<file path="src/rtl/uart_frame_rx_pkg.sv">
// Shared definitions for the framed UART link (receiver and transmitter side).
// Holds the frame delimiter, checksum geometry, FSM state encodings and a
// small length-validation helper.
package uart_frame_rx_pkg;

    localparam logic [7:0] FRAME_INIT_BYTE = 8'hFE;
    localparam int         CSM_BYTES       = 4;
    localparam int         CSM_SIZE        = 32;

    typedef enum logic [2:0] {
        ST_HUNT  = 3'd0,
        ST_OPT   = 3'd1,
        ST_LEN   = 3'd2,
        ST_DATA  = 3'd3,
        ST_CRC   = 3'd4,
        ST_CHECK = 3'd5
    } frame_state_e;

    typedef enum logic [1:0] {
        RX_IDLE  = 2'd0,
        RX_START = 2'd1,
        RX_DATA  = 2'd2,
        RX_STOP  = 2'd3
    } byte_rx_state_e;

    // A length byte is usable only if it names at least one byte and fits the payload slot.
    function automatic logic frame_len_ok(input logic [7:0] len, input int max_bytes);
        return (len != 8'd0) && (int'(len) <= max_bytes);
    endfunction

endpackage

</file>
<file path="src/rtl/crc_32.sv">
// Bit-serial CRC-32 (reflected polynomial 0xEDB88320, init all-ones, final inversion).
// Ports: clk_i/rst_i clock and sync reset; init_i restarts the accumulator;
// in_valid_i/in_bit_i feed one bit (LSB-first wire order); in_last_i marks the final
// bit; out_valid_o pulses one cycle later with the finished checksum on crc_o.
module crc_32 #(
    parameter int CRC_SIZE = 32
) (
    input  logic                clk_i,
    input  logic                rst_i,
    input  logic                init_i,
    input  logic                in_valid_i,
    input  logic                in_bit_i,
    input  logic                in_last_i,
    output logic                out_valid_o,
    output logic [CRC_SIZE-1:0] crc_o
);

    localparam logic [CRC_SIZE-1:0] POLY = CRC_SIZE'(32'hEDB88320);

    logic [CRC_SIZE-1:0] crc_q, crc_d, nxt_s;
    logic [CRC_SIZE-1:0] crc_out_q, crc_out_d;
    logic                out_valid_q, out_valid_d;

    // Next accumulator value; the accumulator re-arms itself after the last bit.
    always_comb begin
        crc_d       = crc_q;
        crc_out_d   = crc_out_q;
        out_valid_d = 1'b0;
        nxt_s       = {1'b0, crc_q[CRC_SIZE-1:1]} ^ ((crc_q[0] ^ in_bit_i) ? POLY : '0);
        if (init_i) begin
            crc_d = '1;
        end else if (in_valid_i) begin
            if (in_last_i) begin
                crc_out_d   = ~nxt_s;
                out_valid_d = 1'b1;
                crc_d       = '1;
            end else begin
                crc_d = nxt_s;
            end
        end else begin
            crc_d = crc_q;
        end
    end

    // State and output registers.
    always_ff @(posedge clk_i) begin
        if (rst_i) begin
            crc_q       <= '1;
            crc_out_q   <= '0;
            out_valid_q <= 1'b0;
        end else begin
            crc_q       <= crc_d;
            crc_out_q   <= crc_out_d;
            out_valid_q <= out_valid_d;
        end
    end

    assign out_valid_o = out_valid_q;
    assign crc_o       = crc_out_q;

endmodule

</file>
<file path="src/rtl/uart_frame_rx_byte.sv">
// 8N1 byte deserialiser. Detects a falling edge on the idle line, confirms the
// start bit at mid-bit, samples BYTE_SIZE data bits LSB first and checks the stop bit.
// Ports: clk_i/rst_i clock and sync reset; in_bit_i serial line;
// bit_valid_o/bit_o/bit_last_o per data bit; byte_valid_o/byte_o on a good stop bit;
// stop_err_o when the stop bit reads 0. All outputs are registered 1-cycle pulses.
module uart_byte_rx
    import uart_frame_rx_pkg::*;
#(
    parameter int CLKS_PER_BIT = 16,
    parameter int BYTE_SIZE    = 8
) (
    input  logic                 clk_i,
    input  logic                 rst_i,
    input  logic                 in_bit_i,
    output logic                 bit_valid_o,
    output logic                 bit_o,
    output logic                 bit_last_o,
    output logic                 byte_valid_o,
    output logic [BYTE_SIZE-1:0] byte_o,
    output logic                 stop_err_o
);

    localparam int CNT_W = $clog2(CLKS_PER_BIT);
    localparam int IDX_W = $clog2(BYTE_SIZE);

    byte_rx_state_e       state_q, state_d;
    logic [CNT_W-1:0]     cnt_q, cnt_d;
    logic [IDX_W-1:0]     idx_q, idx_d;
    logic [BYTE_SIZE-1:0] shreg_q, shreg_d;
    logic                 prev_q;
    logic                 bit_valid_q, bit_valid_d;
    logic                 bit_q, bit_d;
    logic                 bit_last_q, bit_last_d;
    logic                 byte_valid_q, byte_valid_d;
    logic                 stop_err_q, stop_err_d;

    // Bit-timing FSM: counter runs from the edge, samples land at mid-bit.
    always_comb begin
        state_d      = state_q;
        cnt_d        = cnt_q;
        idx_d        = idx_q;
        shreg_d      = shreg_q;
        bit_d        = bit_q;
        bit_valid_d  = 1'b0;
        bit_last_d   = 1'b0;
        byte_valid_d = 1'b0;
        stop_err_d   = 1'b0;
        case (state_q)
            RX_IDLE: begin
                if (prev_q && !in_bit_i) begin
                    state_d = RX_START;
                    cnt_d   = '0;
                end else begin
                    state_d = RX_IDLE;
                end
            end
            RX_START: begin
                if (cnt_q == CNT_W'(CLKS_PER_BIT / 2 - 1)) begin
                    cnt_d   = '0;
                    idx_d   = '0;
                    // A start that has returned high by mid-bit was a glitch.
                    state_d = in_bit_i ? RX_IDLE : RX_DATA;
                end else begin
                    cnt_d = cnt_q + CNT_W'(1);
                end
            end
            RX_DATA: begin
                if (cnt_q == CNT_W'(CLKS_PER_BIT - 1)) begin
                    cnt_d       = '0;
                    shreg_d     = {in_bit_i, shreg_q[BYTE_SIZE-1:1]};
                    bit_d       = in_bit_i;
                    bit_valid_d = 1'b1;
                    if (idx_q == IDX_W'(BYTE_SIZE - 1)) begin
                        bit_last_d = 1'b1;
                        state_d    = RX_STOP;
                    end else begin
                        idx_d = idx_q + IDX_W'(1);
                    end
                end else begin
                    cnt_d = cnt_q + CNT_W'(1);
                end
            end
            RX_STOP: begin
                if (cnt_q == CNT_W'(CLKS_PER_BIT - 1)) begin
                    cnt_d   = '0;
                    state_d = RX_IDLE;
                    if (in_bit_i) begin
                        byte_valid_d = 1'b1;
                    end else begin
                        stop_err_d = 1'b1;
                    end
                end else begin
                    cnt_d = cnt_q + CNT_W'(1);
                end
            end
            default: begin
                state_d = RX_IDLE;
            end
        endcase
    end

    // Timing state and registered pulses.
    always_ff @(posedge clk_i) begin
        if (rst_i) begin
            state_q      <= RX_IDLE;
            cnt_q        <= '0;
            idx_q        <= '0;
            shreg_q      <= '0;
            prev_q       <= 1'b1;
            bit_q        <= 1'b0;
            bit_valid_q  <= 1'b0;
            bit_last_q   <= 1'b0;
            byte_valid_q <= 1'b0;
            stop_err_q   <= 1'b0;
        end else begin
            state_q      <= state_d;
            cnt_q        <= cnt_d;
            idx_q        <= idx_d;
            shreg_q      <= shreg_d;
            prev_q       <= in_bit_i;
            bit_q        <= bit_d;
            bit_valid_q  <= bit_valid_d;
            bit_last_q   <= bit_last_d;
            byte_valid_q <= byte_valid_d;
            stop_err_q   <= stop_err_d;
        end
    end

    assign bit_valid_o  = bit_valid_q;
    assign bit_o        = bit_q;
    assign bit_last_o   = bit_last_q;
    assign byte_valid_o = byte_valid_q;
    assign byte_o       = shreg_q;
    assign stop_err_o   = stop_err_q;

endmodule

</file>
<file path="src/rtl/uart_frame_rx.sv">
// Framed UART receiver: FE | opt | len | data[len] | crc[4], CRC-32 over opt..data.
// Ports: CLK/RST clock and sync active-high reset; in_bit serial line (idle high);
// full_data/out_valid/out_ready output handshake carrying {opt,len,data} with the
// first data byte highest; crc_err, frm_err, overrun are 1-cycle error pulses.
module uart_frame_rx
    import uart_frame_rx_pkg::*;
#(
    parameter int FULL_DATA_SIZE = 40,
    parameter int BYTE_SIZE      = 8,
    parameter int CLKS_PER_BIT   = 16
) (
    input  logic                      CLK,
    input  logic                      RST,
    input  logic                      in_bit,
    output logic [FULL_DATA_SIZE-1:0] full_data,
    output logic                      out_valid,
    input  logic                      out_ready,
    output logic                      crc_err,
    output logic                      frm_err,
    output logic                      overrun
);

    localparam int DATA_BYTES = FULL_DATA_SIZE / BYTE_SIZE - 2;
    localparam int DATA_W     = FULL_DATA_SIZE - 2 * BYTE_SIZE;

    logic                 bit_valid_s, bit_s, bit_last_s, byte_valid_s, stop_err_s;
    logic [BYTE_SIZE-1:0] byte_s;
    logic                 crc_in_valid_s, crc_in_last_s, crc_init_s, crc_valid_s;
    logic [CSM_SIZE-1:0]  crc_out_s;
    logic                 commit_s, hshake_s;
    logic [DATA_W-1:0]    ins_s;
    int                   shift_s;

    frame_state_e              state_q, state_d;
    logic [BYTE_SIZE-1:0]      opt_q, opt_d, len_q, len_d, cnt_q, cnt_d;
    logic [DATA_W-1:0]         data_q, data_d;
    logic [CSM_SIZE-1:0]       rx_crc_q, rx_crc_d, crc_res_q, crc_res_d;
    logic                      crc_done_q, crc_done_d;
    logic [FULL_DATA_SIZE-1:0] full_q, full_d;
    logic                      out_valid_q, out_valid_d;
    logic                      crc_err_q, crc_err_d, frm_err_q, frm_err_d, overrun_q, overrun_d;

    uart_byte_rx #(
        .CLKS_PER_BIT (CLKS_PER_BIT),
        .BYTE_SIZE    (BYTE_SIZE)
    ) u_byte_rx (
        .clk_i        (CLK),
        .rst_i        (RST),
        .in_bit_i     (in_bit),
        .bit_valid_o  (bit_valid_s),
        .bit_o        (bit_s),
        .bit_last_o   (bit_last_s),
        .byte_valid_o (byte_valid_s),
        .byte_o       (byte_s),
        .stop_err_o   (stop_err_s)
    );

    // The checksum sees opt..data bits as they arrive; it is held re-armed while hunting.
    assign crc_init_s     = (state_q == ST_HUNT);
    assign crc_in_valid_s = bit_valid_s &&
                            ((state_q == ST_OPT) || (state_q == ST_LEN) || (state_q == ST_DATA));
    assign crc_in_last_s  = bit_last_s && (state_q == ST_DATA) &&
                            (cnt_q == len_q - BYTE_SIZE'(1));

    crc_32 #(
        .CRC_SIZE (CSM_SIZE)
    ) u_crc_32 (
        .clk_i       (CLK),
        .rst_i       (RST),
        .init_i      (crc_init_s),
        .in_valid_i  (crc_in_valid_s),
        .in_bit_i    (bit_s),
        .in_last_i   (crc_in_last_s),
        .out_valid_o (crc_valid_s),
        .crc_o       (crc_out_s)
    );

    // Data byte cnt lands cnt byte-slots below the top of the data field.
    assign shift_s  = int'(cnt_q) * BYTE_SIZE;
    assign ins_s    = {byte_s, {(DATA_W - BYTE_SIZE){1'b0}}} >> shift_s;
    assign hshake_s = out_valid_q && out_ready;

    // Frame parser, checksum compare and output-holding register.
    always_comb begin
        state_d     = state_q;
        opt_d       = opt_q;
        len_d       = len_q;
        cnt_d       = cnt_q;
        data_d      = data_q;
        rx_crc_d    = rx_crc_q;
        crc_res_d   = crc_res_q;
        crc_done_d  = crc_done_q;
        full_d      = full_q;
        out_valid_d = out_valid_q;
        crc_err_d   = 1'b0;
        frm_err_d   = 1'b0;
        overrun_d   = 1'b0;
        commit_s    = 1'b0;

        if (state_q == ST_HUNT) begin
            crc_done_d = 1'b0;
        end else begin
            crc_done_d = crc_done_q;
        end
        // The checksum finishes during the last data byte, long before the CRC bytes end.
        if (crc_valid_s) begin
            crc_res_d  = crc_out_s;
            crc_done_d = 1'b1;
        end else begin
            crc_res_d = crc_res_q;
        end

        if (stop_err_s) begin
            frm_err_d = 1'b1;
            state_d   = ST_HUNT;
        end else if (byte_valid_s) begin
            case (state_q)
                ST_HUNT: begin
                    state_d = (byte_s == BYTE_SIZE'(FRAME_INIT_BYTE)) ? ST_OPT : ST_HUNT;
                end
                ST_OPT: begin
                    opt_d   = byte_s;
                    data_d  = '0;
                    state_d = ST_LEN;
                end
                ST_LEN: begin
                    len_d = byte_s;
                    cnt_d = '0;
                    if (frame_len_ok(byte_s, DATA_BYTES)) begin
                        state_d = ST_DATA;
                    end else begin
                        frm_err_d = 1'b1;
                        state_d   = ST_HUNT;
                    end
                end
                ST_DATA: begin
                    data_d = data_q | ins_s;
                    if (cnt_q == len_q - BYTE_SIZE'(1)) begin
                        cnt_d   = '0;
                        state_d = ST_CRC;
                    end else begin
                        cnt_d = cnt_q + BYTE_SIZE'(1);
                    end
                end
                ST_CRC: begin
                    rx_crc_d = {rx_crc_q[CSM_SIZE-BYTE_SIZE-1:0], byte_s};
                    if (cnt_q == BYTE_SIZE'(CSM_BYTES - 1)) begin
                        cnt_d   = '0;
                        state_d = ST_CHECK;
                    end else begin
                        cnt_d = cnt_q + BYTE_SIZE'(1);
                    end
                end
                default: begin
                    state_d = state_q;
                end
            endcase
        end else begin
            state_d = state_q;
        end

        if ((state_q == ST_CHECK) && crc_done_q) begin
            state_d    = ST_HUNT;
            crc_done_d = 1'b0;
            if (rx_crc_q == crc_res_q) begin
                commit_s = 1'b1;
            end else begin
                crc_err_d = 1'b1;
            end
        end else begin
            commit_s = 1'b0;
        end

        // A consumer taking the held frame in the commit cycle frees the slot for the new one.
        if (commit_s) begin
            if (!out_valid_q || hshake_s) begin
                full_d      = {opt_q, len_q, data_q};
                out_valid_d = 1'b1;
            end else begin
                overrun_d = 1'b1;
            end
        end else if (hshake_s) begin
            out_valid_d = 1'b0;
        end else begin
            out_valid_d = out_valid_q;
        end
    end

    // Parser and output registers.
    always_ff @(posedge CLK) begin
        if (RST) begin
            state_q     <= ST_HUNT;
            opt_q       <= '0;
            len_q       <= '0;
            cnt_q       <= '0;
            data_q      <= '0;
            rx_crc_q    <= '0;
            crc_res_q   <= '0;
            crc_done_q  <= 1'b0;
            full_q      <= '0;
            out_valid_q <= 1'b0;
            crc_err_q   <= 1'b0;
            frm_err_q   <= 1'b0;
            overrun_q   <= 1'b0;
        end else begin
            state_q     <= state_d;
            opt_q       <= opt_d;
            len_q       <= len_d;
            cnt_q       <= cnt_d;
            data_q      <= data_d;
            rx_crc_q    <= rx_crc_d;
            crc_res_q   <= crc_res_d;
            crc_done_q  <= crc_done_d;
            full_q      <= full_d;
            out_valid_q <= out_valid_d;
            crc_err_q   <= crc_err_d;
            frm_err_q   <= frm_err_d;
            overrun_q   <= overrun_d;
        end
    end

    assign full_data = full_q;
    assign out_valid = out_valid_q;
    assign crc_err   = crc_err_q;
    assign frm_err   = frm_err_q;
    assign overrun   = overrun_q;

endmodule

</file>
<file path="config.mk">
export PLATFORM = sky130hd
export DESIGN_NAME = uart_frame_rx
export DESIGN_NICKNAME = d
export VERILOG_FILES = /design/src/rtl/uart_frame_rx_pkg.sv /design/src/rtl/crc_32.sv /design/src/rtl/uart_frame_rx_byte.sv /design/src/rtl/uart_frame_rx.sv
export SDC_FILE = /design/constraint.sdc
export NUM_CORES = 1
export LEC_CHECK = 0
export CORE_MARGIN = 4
export CORE_UTILIZATION = 33
export DETAILED_ROUTE_END_ITERATION = 8
export SLEW_MARGIN = 20
export SYNTH_ARGS = -nofsm -noshare
export SYNTH_HDL_FRONTEND = slang
export SYNTH_SLANG_ARGS = --single-unit
</file>
<file path="constraint.sdc">
create_clock -name CLK -period 3 [get_ports CLK]
set_input_delay 0.45 -clock CLK [delete_from_list [all_inputs] [get_ports CLK]]
set_output_delay 0.45 -clock CLK [all_outputs]
set_load 0.05 [all_outputs]
</file>
==> run_results.csv, run 1 <==
group,metric,value,unit
status,outcome,"finished clean",
clocking,post_cts_buffers,0,
detailed_routing,antenna_left,0,
timing,relSlewSlack,44.5,%
timing,rsz0062_at_grt,"false",
worst_setup_path,worstPathRequired,3.44,ns
worst_setup_path,cp-endpoint,"u_crc_32.crc_o[31]$_SDFFE_PP0P_",
worst_setup_path,cp.depth,9,
timing,layout_min_cycle_time,2.74,ns
timing,hold_viol_final,0,
placement,gp_congestion,0.783,
logic_synthesis,synth.most_common_cell,"dfxtp_1",
worst_setup_path,reg2reg_slack,0.26,ns
clocking,clk_pin_slew,0.06,ns
timing,finalSetupTns,0,ns
detailed_routing,vias_per_cell,4.85,
job,cap_violations,0,
power,p_leak,4.59,nW
detailed_routing,totalWireLength,22800,um
logic_synthesis,synth_edf_count,0,
floorplanning,start_util,33.8,%
clocking,cts_buffer_depth,3,
detailed_routing,wl_per_cell,15.4,um
worst_setup_path,r2r-start,"len_q[0]$_SDFFE_PP0P_",
grt,grt.busiest_layer,"met2",
finish,final-instance-count-excl-fill,1480,
clocking,cts.sinks,247,
power,power_per_cell_area,582,nW/um^2
logic_synthesis,ys_seq_area_share,50.6,%
placement,dpl-instance-area,10700,um^2
grt,grt_overflow_total,0,
floorplanning,dieArea,32400,um^2
worst_setup_path,max_stage_delay,0.49,ns
grt,grt_pass1_wl,37900,um
logic_synthesis,synthCells,1048,
worst_setup_path,r2r_cells,9,
timing,period_share,91.2,%
worst_setup_path,critPathSlowestCell,"or3_2",
grt,grt_start_max_net_pins,54,
logic_synthesis,synth_top_area_share,50.6,%
worst_setup_path,startpoint_type,"flop",
worst_setup_path,path_class,"reg2reg",
grt,antenna_found_initial,0,
worst_setup_path,crit_start,"len_q[0]$_SDFFE_PP0P_",
floorplanning,die_h,180,um
timing,max_clock_freq,365,MHz
grt,grt_pass1_vias,7101,
logic_synthesis,synth_nets,1057,
logic_synthesis,syn_avg_cell_area,9.32,um^2
timing,setup_violations,0,
floorplanning,coreArea,28900,um^2
timing,maxSlewViolCount,0,
worst_setup_path,critPathMaxFanout,33,
finish,final_util,40.1,%
grt,track_usage,13.8,%
finish,nets,1087,
worst_setup_path,arrival,3.18,ns
placement,placedCellCount,1434,
worst_setup_path,worst-path-buf-inv,2,
clocking,cts_htree_levels,1,
logic_synthesis,synth_area,9770,um^2
logic_synthesis,ys_types,53,
floorplanning,num_rows,62,
grt,use_met2,22.0,%
worst_setup_path,path_cells,"inv_1, ha_1, xnor2_1, a211oi_1, o211ai_1, or3_4, or3_2, buf_12, o2bb2ai_1",
clocking,tritoncts,"yes",
logic_synthesis,ys_seq_elements,247,
finish,drive_gt1_share,11.0,%
detailed_routing,vias,7181,
finish,fin_area,11600,um^2
grt,grt_use_met1,19.4,%
logic_synthesis,synth_common_cells,"247 x dfxtp_1, 151 x nand2_1, 143 x nor2_1",
grt,use_met3,2.44,%
detailed_routing,drt_pass1_iterations,5,
logic_synthesis,synth_ff_type,"dfxtp_1",
clocking,clk_latency,0.52,ns
detailed_routing,drt_iter0_markers,428,
placement,portBuffers,47,
floorplanning,die_x,180,um
worst_setup_path,crit_family,"simple AND/OR/NAND/NOR gates",
floorplanning,io_pins,48,
power,vdd_drop_max,0.377,mV
detailed_routing,drc_errors,0,
worst_setup_path,reg2reg_to,"u_crc_32.crc_o[31]$_SDFFE_PP0P_",
clocking,clock-root-buffer,"clkbuf_16",
finish,syn_to_final_growth,18.7,%
worst_hold_path,hold_path.class,"in2reg",
timing,tightestPinTransition,0.829,ns
timing,finClkSkew,0.0201,ns
placement,dp_hpwl,14500,um
worst_setup_path,end_kind,"flop",
logic_synthesis,yosys_warnings,0,
logic_synthesis,async_reset_ff_share,0,%
logic_synthesis,ys_top_cells_by_area,"dfxtp_1 51%, mux2i_1 10%, nand2_1 5.8%",
clocking,cts_made_buffers,26,
logic_synthesis,yosysTopAreaCell,"dfxtp_1",
## where the power goes
| group | internal [W] | switching (W) | total [W] |
|---|---|---|---|
| Clock | 0.00204 | 0.00129 | 0.00333 |
| Combinational | 0.0000330 | 0.0000793 | 0.000112 |
| Sequential | 0.00329 | 0.0000203 | 0.00331 |
| Total | 0.00536 | 0.00139 | 0.00675 |
## layout make-up
class                      count  area (um^2)
clock inverter                 9          126
sequential                   247         4950
inverter                      11         41.3
timing repair buffer          76          711
clock buffer                  36          769
antenna                        1         2.50
tap                          384          480
multi-input combinational    716         4510
fill                        2853        17300
## repair_timing
item | in CTS | in global routing
hold buffers | 0 | 0
resized for setup | 0 | 1
endpoints found under the setup margin | 0 | 2
## layout by cell type (no fill, tap or decap), drive strengths merged, types with 4 or more instances in the layout
cell type      Yosys  layout
nor3              15      15
ha                 5       5
dfxtp            247     247
inv               11      12
nand2b             4       4
nand2            151     151
clkinv             0       4
buf               14      30
nor2b              5       5
o21ai             12      12
nand3             40      40
nor3b              5       5
nor4              14      14
nor2             143     143
clkdlybuf4s50      0      46
clkbuf            60      36
a211oi             4       4
and4               4       4
nand4              9       9
mux2i             99      99
xnor2             34      34
a21oi             73      73
or3                5       5
xor2              24      24
o2bb2ai           32      32
a31oi              4       4
## kinds of logic (layout without fill, tap and decap cells)
logic type / count (synthesis) / in the layout / share of synthesized area [%]
other cells: 0 / 1 / 0
flops: 247 / 247 / 50.6
xor+xnor: 58 / 58 / 5.20
compound gates: 141 / 141 / 11.0
simple gates: 412 / 412 / 18.7
mux: 100 / 100 / 10.3
fa+ha+maj: 5 / 5 / 0.640
buf+inv: 85 / 132 / 3.57
## worst register-to-register path, delay by kind of cell (launching register included)
family	cells	cell delay [ns]
and+or+nand+nor	2	0.94
buffers and inverters	2	0.28
xor gates and xnor gates	1	0.15
AOI/OAI and AO/OA	3	0.59
DFF	1	0.43
adders and majority gates	1	0.26
## metrics by stage
stage | total power, W | hold WS [ns] | worst slack (ns)
2_1_floorplan | 0.00346 | 0.425 | 0.487
3_3_place_gp | 0.00349 | 0.437 | 0.292
3_5_place_dp | 0.00349 | 0.446 | 0.221
4_1_cts | 0.00684 | 0.395 | 0.185
5_1_grt | 0.00698 | 0.437 | 0.0615
6_report | 0.00675 | 0.407 | 0.263
## routing by layer
metal | vias up | wire length, um
met2 | 115 | 10200
met3 | 36 | 908
li1 | 3627 | -
met1 | 3403 | 11100
met4 | 0 | 542
met5 | - | 0
## state kept, by name, summed over array words and instances, names as in the netlist, 3 cells and up, named ones only
register          cells
cnt_q                 8
crc_res_q            32
data_q               24
full_data            40
len_q                 8
opt_q                 8
rx_crc_q             32
state_q               3
u_byte_rx.byte_o      7
u_byte_rx.cnt_q       4
u_byte_rx.idx_q       3
u_crc_32.crc_o       32
u_crc_32.crc_q       32
## worst min path at each step
stage                                          from                              end  slack [ns]  cells past startpoint
floorplan            u_crc_32.crc_q[1]$_SDFFE_PP1P_   u_crc_32.crc_o[0]$_SDFFE_PP0P_        0.43                      1
global placement    u_crc_32.crc_q[17]$_SDFFE_PP1P_  u_crc_32.crc_o[16]$_SDFFE_PP0P_        0.44                      1
detailed placement  u_crc_32.crc_q[15]$_SDFFE_PP1P_  u_crc_32.crc_o[14]$_SDFFE_PP0P_        0.45                      1
CTS                                             RST       full_data[30]$_SDFFE_PP0P_        0.39                      2
global route                                    RST       full_data[30]$_SDFFE_PP0P_        0.44                      2
finish                                          RST       full_data[30]$_SDFFE_PP0P_        0.41                      2
(Power assumes the default switching activity.)
==> run 2: changes to the inputs <==
CORE_ASPECT_RATIO = 0.5   (was default)
==> run 2 against run 1 <==
  * Routed wire length decreased by 3.1%
  * Cell area decreased by 1.4%
  * Fmax increased by 0.90%
  * Die area increased by 0.52%
  * Combinational power decreased by 5%
  * Register-to-register slack improved by 0.02 ns
==> run_results.csv, run 2 (synthesized netlist as in run 1, its figures left out) <==
group,metric,value,unit
worst_hold_path,hold_path.class,"in2reg",
finish,final-instance-count-excl-fill,1478,
timing,finClkSkew,0.00948,ns
finish,multiInputGateArea,4510,um^2
worst_setup_path,worst-path-buf-inv,2,
clocking,cts_made_buffers,24,
detailed_routing,vias_per_cell,4.81,
detailed_routing,drt_iter0_markers,484,
clocking,cts_buffer_depth,3,
placement,gp_congestion,0.837,
detailed_routing,wl_met2,10000,um
detailed_routing,totalWireLength,22100,um
status,outcome,"finished clean",
power,power,0.00642,W
detailed_routing,vias,7116,
finish,mostFrequentLayoutCells,"245 x dfxtp_1, 151 x nand2_1, 142 x nor2_1",
power,p_leak,4.50,nW
worst_setup_path,end_kind,"flop",
timing,hold_viol_final,0,
power,vdd_drop_max,0.370,mV
worst_setup_path,max_stage_delay,0.50,ns
floorplanning,start_util,33.6,%
grt,track_usage,13.3,%
grt,antenna_found_initial,0,
worst_setup_path,reg2reg_to,"u_crc_32.crc_o[31]$_SDFFE_PP0P_",
worst_setup_path,worstPathRequired,3.44,ns
worst_setup_path,arrival,3.15,ns
finish,final_util,39.3,%
grt,grt_overflow_total,0,
timing,setup_violations,0,
detailed_routing,highest_layer,"met4",
worst_setup_path,crit_start,"len_q[1]$_SDFFE_PP0P_",
job,cap_violations,0,
detailed_routing,drc_errors,0,
placement,placedCellCount,1436,
finish,register_area,4950,um^2
floorplanning,dieArea,32600,um^2
finish,drive_gt1_share,9.84,%
detailed_routing,drt-met1-wl,10900,um
worst_setup_path,path_cells,"inv_1, ha_1, xnor2_1, a211oi_1, o211ai_1, or3_4, or3_2, buf_12, o2bb2ai_1",
worst_setup_path,crit_family,"simple AND/OR/NAND/NOR gates",
finish,syn_to_final_growth,17.0,%
timing,tightestPinTransition,0.979,ns
worst_setup_path,cp-endpoint,"u_crc_32.crc_o[31]$_SDFFE_PP0P_",
timing,rsz0062_at_grt,"false",
timing,maxSlewViolCount,0,
detailed_routing,antenna_left,0,
placement,dpl-instance-area,10600,um^2
finish,final_common_cell,"dfxtp_1",
floorplanning,num_rows,44,
placement,portBuffers,47,
timing,max_clock_freq,369,MHz
timing,relSlewSlack,34.8,%
worst_setup_path,path_class,"reg2reg",
power,power_per_cell_area,562,nW/um^2
timing,finalSetupTns,0,ns
clocking,post_cts_buffers,0,
finish,nets,1080,
floorplanning,die_x,251,um
floorplanning,io_pins,48,
worst_setup_path,startpoint_type,"flop",
worst_hold_path,hold_depth,2,
finish,fin_area,11400,um^2
timing,period_share,90.4,%
detailed_routing,met3_length,694,um
detailed_routing,wl_per_cell,14.9,um
floorplanning,coreArea,29100,um^2
worst_setup_path,critPathMaxFanout,33,
grt,grt_start_max_net_pins,84,
grt,grt_pass1_vias,7003,
clocking,cts.sinks,247,
timing,layout_min_cycle_time,2.71,ns
worst_setup_path,critPathSlowestCell,"or3_2",
clocking,cts_htree_levels,1,
clocking,tritoncts,"yes",
finish,largest_reg_flops,40,
clocking,cts_resized,0,
worst_setup_path,r2r_cells,9,
floorplanning,die_h,130,um
clocking,clock-root-buffer,"clkbuf_16",
grt,grt_pass1_wl,36300,um
worst_setup_path,cp.depth,9,
worst_setup_path,reg2reg_slack,0.29,ns
clocking,clk_pin_slew,0.06,ns
worst_setup_path,r2r-start,"len_q[1]$_SDFFE_PP0P_",
finish,n_fill_cell,2911,
clocking,cts_hold_buf,0,
detailed_routing,drt_pass1_iterations,5,
placement,dp_hpwl,14700,um
clocking,clk_latency,0.51,ns
finish,antenna_cells,0,
run 2: metrics by stage:
step	worst slack, ns	hold WS [ns]
floorplan	0.487	0.425
global placement	0.290	0.440
detailed placement	0.172	0.445
CTS	0.142	0.319
global route	0.0743	0.343
finish	0.287	0.335
run 2: cell type report:
type / count / area share, %
Clock buffer: 36 / 6.10
Clock inverter: 6 / 0.733
Inverter: 11 / 0.361
Multi-Input combinational cell: 716 / 39.5
Sequential cell: 247 / 43.3
Tap cell: 391 / 4.28
Timing Repair Buffer: 71 / 5.78
run 2: worst min-delay path by stage:
stage	from	slack, ns	to
2_1_floorplan	u_crc_32.crc_q[1]$_SDFFE_PP1P_	0.43	u_crc_32.crc_o[0]$_SDFFE_PP0P_
3_3_place_gp	u_crc_32.crc_q[19]$_SDFFE_PP1P_	0.44	u_crc_32.crc_o[18]$_SDFFE_PP0P_
3_5_place_dp	u_crc_32.crc_q[17]$_SDFFE_PP1P_	0.44	u_crc_32.crc_o[16]$_SDFFE_PP0P_
4_1_cts	RST	0.32	len_q[1]$_SDFFE_PP0P_
5_1_grt	RST	0.34	opt_q[7]$_SDFFE_PP0P_
6_report	RST	0.34	opt_q[7]$_SDFFE_PP0P_
run 2: power breakdown:
group          leakage [nW]  internal (W)  total [W]  switching, W
Clock                 0.383       0.00177    0.00301       0.00123
Combinational          2.12     0.0000303   0.000106     0.0000762
Sequential             1.99       0.00329    0.00331     0.0000204
Total                  4.50       0.00509    0.00642       0.00133
run 2: worst reg2reg max path: stages (launching register included):
cell and delay (ns):
dfxtp_1 0.42, inv_1 0.07, ha_1 0.24, xnor2_1 0.14
a211oi_1 0.24, o211ai_1 0.16, or3_4 0.46, or3_2 0.50
buf_12 0.21, o2bb2ai_1 0.19
run 2: per-layer routing:
| metal | vias up | GRT usage [%] |
|---|---|---|
| li1 | 3602 | - |
| met1 | 3385 | 18.3 |
| met2 | 98 | 22.4 |
| met3 | 31 | 2.13 |
| met4 | 0 | 2.97 |
| met5 | - | 0 |
==> run 3: changes to the inputs <==
ABC_CLOCK_PERIOD_IN_PS = 3000   (was default)
==> results of run 3 <==
The final DEF is identical to that of run 2; final timing and power are the same.
